--- src/rtl/proc_controller.sv ---
// Multicycle processor control FSM: fetch/decode/execute sequencing with Moore outputs decoded from state and IR.
// Latency: 3 cycles per NOOP/STORE/ADD/SUB and 4 per LOAD, counted FETCH to FETCH; no backpressure, HALT is left only through reset.
module proc_controller (
    input  logic        clk,
    input  logic        reset_n,
    input  logic [15:0] IR,
    output logic        PC_clr,
    output logic        PC_up,
    output logic        IR_ld,
    output logic [7:0]  D_addr,
    output logic        D_wr,
    output logic        RF_s,
    output logic [3:0]  RF_W_addr,
    output logic        RF_W_en,
    output logic [3:0]  RF_Ra_addr,
    output logic [3:0]  RF_Rb_addr,
    output logic [2:0]  ALU_s0,
    output logic [3:0]  state_out
);

    typedef enum logic [3:0] {
        S_INIT   = 4'd0,
        S_FETCH  = 4'd1,
        S_DECODE = 4'd2,
        S_NOOP   = 4'd3,
        S_LOAD_A = 4'd4,
        S_LOAD_B = 4'd5,
        S_STORE  = 4'd6,
        S_ADD    = 4'd7,
        S_SUB    = 4'd8,
        S_HALT   = 4'd9
    } state_t;

    state_t     r_state;
    state_t     w_next;
    logic [3:0] w_opcode;

    assign w_opcode  = IR[15:12];
    assign state_out = r_state;

    always_ff @(posedge clk or negedge reset_n) begin
        if (!reset_n) begin
            r_state <= S_INIT;
        end else begin
            r_state <= w_next;
        end
    end

    always_comb begin
        w_next = S_INIT;
        case (r_state)
            S_INIT:   w_next = S_FETCH;
            S_FETCH:  w_next = S_DECODE;
            // Undefined opcodes 6..F fall through to NOOP
            S_DECODE: begin
                case (w_opcode)
                    4'h1:    w_next = S_STORE;
                    4'h2:    w_next = S_LOAD_A;
                    4'h3:    w_next = S_ADD;
                    4'h4:    w_next = S_SUB;
                    4'h5:    w_next = S_HALT;
                    default: w_next = S_NOOP;
                endcase
            end
            S_LOAD_A: w_next = S_LOAD_B;
            S_NOOP,
            S_LOAD_B,
            S_STORE,
            S_ADD,
            S_SUB:    w_next = S_FETCH;
            S_HALT:   w_next = S_HALT;
            default:  w_next = S_INIT;
        endcase
    end

    always_comb begin
        PC_clr     = 1'b0;
        PC_up      = 1'b0;
        IR_ld      = 1'b0;
        D_addr     = 8'h00;
        D_wr       = 1'b0;
        RF_s       = 1'b0;
        RF_W_addr  = 4'h0;
        RF_W_en    = 1'b0;
        RF_Ra_addr = 4'h0;
        RF_Rb_addr = 4'h0;
        ALU_s0     = 3'b000;
        case (r_state)
            S_INIT: PC_clr = 1'b1;
            S_FETCH: begin
                IR_ld = 1'b1;
                PC_up = 1'b1;
            end
            // LOAD_A only presents the address; memory data is valid one cycle later in LOAD_B
            S_LOAD_A, S_LOAD_B: begin
                D_addr    = IR[11:4];
                RF_s      = 1'b1;
                RF_W_addr = IR[3:0];
                RF_W_en   = (r_state == S_LOAD_B);
            end
            S_STORE: begin
                D_addr     = IR[7:0];
                RF_Ra_addr = IR[11:8];
                D_wr       = 1'b1;
            end
            S_ADD, S_SUB: begin
                RF_Ra_addr = IR[11:8];
                RF_Rb_addr = IR[7:4];
                RF_W_addr  = IR[3:0];
                RF_W_en    = 1'b1;
                ALU_s0     = (r_state == S_ADD) ? 3'b001 : 3'b010;
            end
            default: ;
        endcase
    end

endmodule
--- config.mk ---
export PLATFORM = sky130hd
export DESIGN_NAME = proc_controller
export DESIGN_NICKNAME = d
export VERILOG_FILES = /design/src/rtl/proc_controller.sv
export SDC_FILE = /design/constraint.sdc
export NUM_CORES = 1
export LEC_CHECK = 0
export CORE_MARGIN = 3
export CORE_UTILIZATION = 31
export CTS_CLUSTER_SIZE = 28
export DETAILED_ROUTE_END_ITERATION = 10
export GPL_TIMING_DRIVEN = 0
export PLACE_DENSITY = 0.93
export SLEW_MARGIN = 5
export SYNTH_ARGS = -nofsm -noshare
export SYNTH_HDL_FRONTEND = slang
export SYNTH_SLANG_ARGS = --single-unit
--- constraint.sdc ---
create_clock -name clk -period 2.96 [get_ports clk]
set_input_delay 0.296 -clock clk [delete_from_list [all_inputs] [get_ports clk]]
set_output_delay 0.296 -clock clk [all_outputs]
set_load 0.01 [all_outputs]
# Yosys cells after proc, flatten, opt, wreduce, memory -nomap -nowiden
# Index checks and enable logic that the tools add are counted.
[word_totals] reg_bits=4 in_bits=18 out_inout_bits=33 wordCells=34
[op_classes] eq_ne=14 n_mux=13 reduce_logical=6
[ops] cell="$pmux W4 S5" n=2
[ops] cell="$eq A4 B3 Y1 const B" n=6
[ops] cell="$eq A4 B2 Y1 const B" n=4
[ops] cell="$pmux W8 S2" n=1
[ops] cell="$mux W4" n=3
[ops] cell="$eq A4 B1 Y1 const B" n=2
[ops] cell="$eq A4 B4 Y1 const B" n=2
[ops] cell="$reduce_or A6 Y1" n=1
[ops] cell="$logic_not A4 Y1" n=1
[ops] cell="$mux W1" n=4
[ops] cell="$mux W2" n=2
[ops] cell="$reduce_or A2 Y1" n=2
[ops] cell="$reduce_or A4 Y1" n=1
[ops] cell="$reduce_or A3 Y1" n=1
[ops] cell="$pmux W1 S2" n=1

# Longest topological paths before layout
[logic_depth] ltp_word=3 ltp_mapped=4 ltp_nobuf=3

# Worst setup path after synthesis
# No wires, ideal clock.
[synth_timing] path_type="reg-to-output" from="register r_state[1] (netlist: state_out[1])" to="output port RF_Rb_addr[0]" t_arrival_ns=1.368 required_time_ns=2.664 slack_ns=1.296 stages_incl_launch_ff=5 path_buffers=1 cell_sequence="dfrtp_1 > buf_6 > or4b_4 > o21ai_2 > and2_1"
[synth_via] elab_chain_len=3 word_cells_on_any_way=4 cone_classes="2 x eq/ne; 1 x mux; 1 x reduce/logical"
[synth_rtl] element="from (decl)" line="34" source="state_t r_state;"
[synth_rtl] element="from (signal assigned)" line="45" source="r_state <= w_next;"
[synth_rtl] element="$eq A4 B3 Y1 / $eq A4 B4 Y1 (equally long branches)" line="88" source="case (r_state)"
[synth_rtl] element="$reduce_or A2 Y1 *" line="88"
[synth_rtl] element="$mux W4 *" line="88"
[synth_rtl] element="to (decl)" line="16" source="output logic [3:0] RF_Rb_addr,"
# Every way passes the cells marked *; elsewhere a longest branch is shown, timed or not.

# Final worst setup path
[layout_timing] from="register r_state[0] (netlist: state_out[0])" to="output port RF_Rb_addr[3]"
# The elaborated chain is that of the path after synthesis.

==> impl_results.md <==
* H-tree depth reported by CTS at 1
* Worst Setup Start Kind: flop
* Max reg flops at 4
* Multi-input combinational cell area at 375.4 um^2
* Post-CTS setup buffer count at 0
* Post-route worst hold slack at 0.2636 ns
* Global route total overflow at 0
* Share of synthesized registers carrying an async set or reset at 100.0%
* Resize count post-CTS at 0
* Routed wl met3 at 86 um
* Ratio of routed vias to standard cells at 5.257
* Area of all sequential standard cells at roughly 100 um^2
* CTS tree: yes
* Number of unique standard cell types used by synthesis at 33
* Core utilization of the finished layout at 67.98%
* Detailed Routing Iterations Pass 1 at 4
* Synthesized-area fraction occupied by xor and xnor cells at 1.663%
* CP required at approximately 2.7 ns
* Reg2Reg Depth at 3
* Via count of the first global-routing pass at around 660
* Global router's overall resource usage at 17.81%
* Routed wire length at 1989 um
* Via count at slightly above 700
* Top-level I/O count at slightly above 50
* Ant. Diodes at 0
* Synth Area in Compound Gates at approximately 33%
* Clk buf depth at 2
* Die Span X at about 47 um
* Chip height at 47.22 um
* Highest metal used: met4
* IO Port Bufs at 49
* Fraction of the yosys area taken by sequential cells at 19.00%
* Hold Vio Cnt, Final at 0
* Buffer cell driving the clock tree root: sky130_fd_sc_hd__clkbuf_4
* Worst-skew pair later-pin latency at 0.23 ns
* Count of fill cells added during filler insertion at between 100 and 150
* Final-layout setup total negative slack at 0 ns
* PD cells at slightly below 500 nW/um^2
* Number of buffers inserted for hold repair after clock tree synthesis at 0
* Total count of max-transition violations in the final report at 0
* Net count reported at finish at 140
* Drt wl/cell at around 15 um
* Mux contribution to synthesized area at 0%
* Placer congestion estimate at 0.8288
* CP max FO at 10
* Antenna Nets Post-Route at 0
* Row Count at 14
* Type of destination of the critical path: output pin
* Number of buffers added by the clock tree synthesis step at 3
* Kind of critical path: reg2out
* Run status: completed
* Fraction of layout instances using a drive strength above 1 at around an eighth
* P_leak at 0.4276 nW
* Synth Instances at approximately 70
* Worst hold-check path type: in2async
* Core region area at 1559 um^2
* Top_reg_cell synth: sky130_fd_sc_hd__dfrtp_1
* Post-synthesis register bit count at 4
* Iter 0 DRT Violations at 12
* Average footprint of a synthesized cell at slightly below 8 um^2
* Signal arrival time at the worst endpoint at 2.21 ns
* Initial core utilization at 33.79%
* Setup skew after layout at 0.007010 ns
* Post-Synth Adder-Cell Area at 0%
* Met2 Routed Length at 1085 um
* Number of clock sinks at 4
* Maximum vdd ir drop at about 0.00032 V
* Minimum clock period at 2.504 ns
* Setup repair after global routing missed its margin: no
* Netlist area before placement at 526.8 um^2
* Post-synthesis to final-layout area growth at 101.2%
* Final routed DRC violation total at 0
* Peak Freq at 0.3993 GHz
* Number of flops mapped to enable cells by yosys at 0
* Total setup violations reported at the end of the flow at 0
* Post-route fraction of the period consumed by the critical path at 84.60%
* Post-Syn Nets at 86
* Count of synthesis-stage warnings from yosys at 0
* Max-capacitance violation count at 0
* Area fraction in and, or, nand and nor cells after synthesis at 36.34%
* Initial antenna violation count at 0
* Main combinational cell family by area after synthesis: simple AND/OR/NAND/NOR gates
* First-pass GRT wire length at 2835 um
* Post-detailed-placement half-perimeter wirelength at 1647 um
* CTS clk-pin slew, worst paths at 0.04 ns
* M1 wire length at between 700 and 800 um
* Die footprint at 2230 um^2
* Largest net degree at the start of global routing at 11
==> placed cells by master (no fill, tap or decap), types with 3 or more instances in the layout <==
cell type                          n
sky130_fd_sc_hd__clkdlybuf4s50_1  49
sky130_fd_sc_hd__a22o_1            8
sky130_fd_sc_hd__and2_1            8
sky130_fd_sc_hd__o21ai_0           5
sky130_fd_sc_hd__a21boi_0          5
sky130_fd_sc_hd__nor2_1            4
sky130_fd_sc_hd__dfrtp_1           4
sky130_fd_sc_hd__inv_1             3
sky130_fd_sc_hd__clkbuf_4          3
==> per-stage QoR <==
step                      cells  cell area (um^2)  power [W]  setup WS [ns]
after floorplan              68             526.8  0.0002702          1.296
after global placement      133              1037  0.0004434         0.8081
after detailed placement    133              1037  0.0004534         0.7338
after CTS                   136              1060  0.0005228         0.4773
after global routing        136              1060  0.0005675         0.3304
final                       136              1060  0.0005180         0.4557
==> cells by family after synthesis <==
logic type | Yosys count
buffers and inverters | 9
DFF | 4
and+or+nand+nor | 30
AOI/OAI and AO/OA | 23
other | 1
xor gates and xnor gates | 1
==> report_power, final <==
| part | internal, W | switching [W] |
|---|---|---|
| logic | 0.000201 | 0.000167 |
| registers | 0.0000725 | 0.0000120 |
| clock network | 0.0000452 | 0.0000206 |
| total | 0.000319 | 0.000199 |
==> worst paths after layout <==
kind | start | end | slack [ns]
max in group asynchronous | reset_n | state_out[2] | 2.52
worst min register to register | state_out[1] | state_out[1] | 0.62
worst max-delay path | state_out[0] | RF_Rb_addr[3] | 0.46
worst max register to register | state_out[0] | state_out[0] | 1.66
worst min-delay path | reset_n | state_out[3] | 0.26
min in group clk | state_out[1] | state_out[1] | 0.62
==> cell type report <==
type                    count  area share (%)
plain buffers               6           3.778
clock buffers               3           2.125
inverters                   3           1.063
multi-input cells          55           35.42
flip-flops and latches      4           9.445
well taps                  16           1.889
repair buffers             49           46.28
==> synth_stat cells (all sizes together) (2+ instances only) <==
| library cell | count | share of area [%] |
|---|---|---|
| a22o | 8 | 13 |
| and2 | 8 | 9.5 |
| nor2 | 6 | 5.2 |
| o21ai | 6 | 6.4 |
| a21boi | 5 | 7.1 |
| buf | 5 | 6.9 |
| dfrtp | 4 | 19 |
| inv | 3 | 2.1 |
| nand2 | 2 | 1.9 |
| nand3b | 2 | 2.8 |
| nor2b | 2 | 2.4 |
==> critical path: stages (launching register included) <==
cell                              delay [ns]
sky130_fd_sc_hd__dfrtp_1                0.36
sky130_fd_sc_hd__clkbuf_1               0.36
sky130_fd_sc_hd__nand3b_1               0.32
sky130_fd_sc_hd__o21ai_2                0.26
sky130_fd_sc_hd__and2_1                 0.15
sky130_fd_sc_hd__clkdlybuf4s50_1        0.54
==> layer usage <==
| layer | vias to the layer above | global-route usage (%) |
|---|---|---|
| li1 | 353 | - |
| met1 | 328 | 20.41 |
| met2 | 28 | 28.88 |
| met3 | 6 | 3.448 |
| met4 | 0 | 13.26 |
| met5 | - | 0 |
Power figures use the tool's default switching activity.
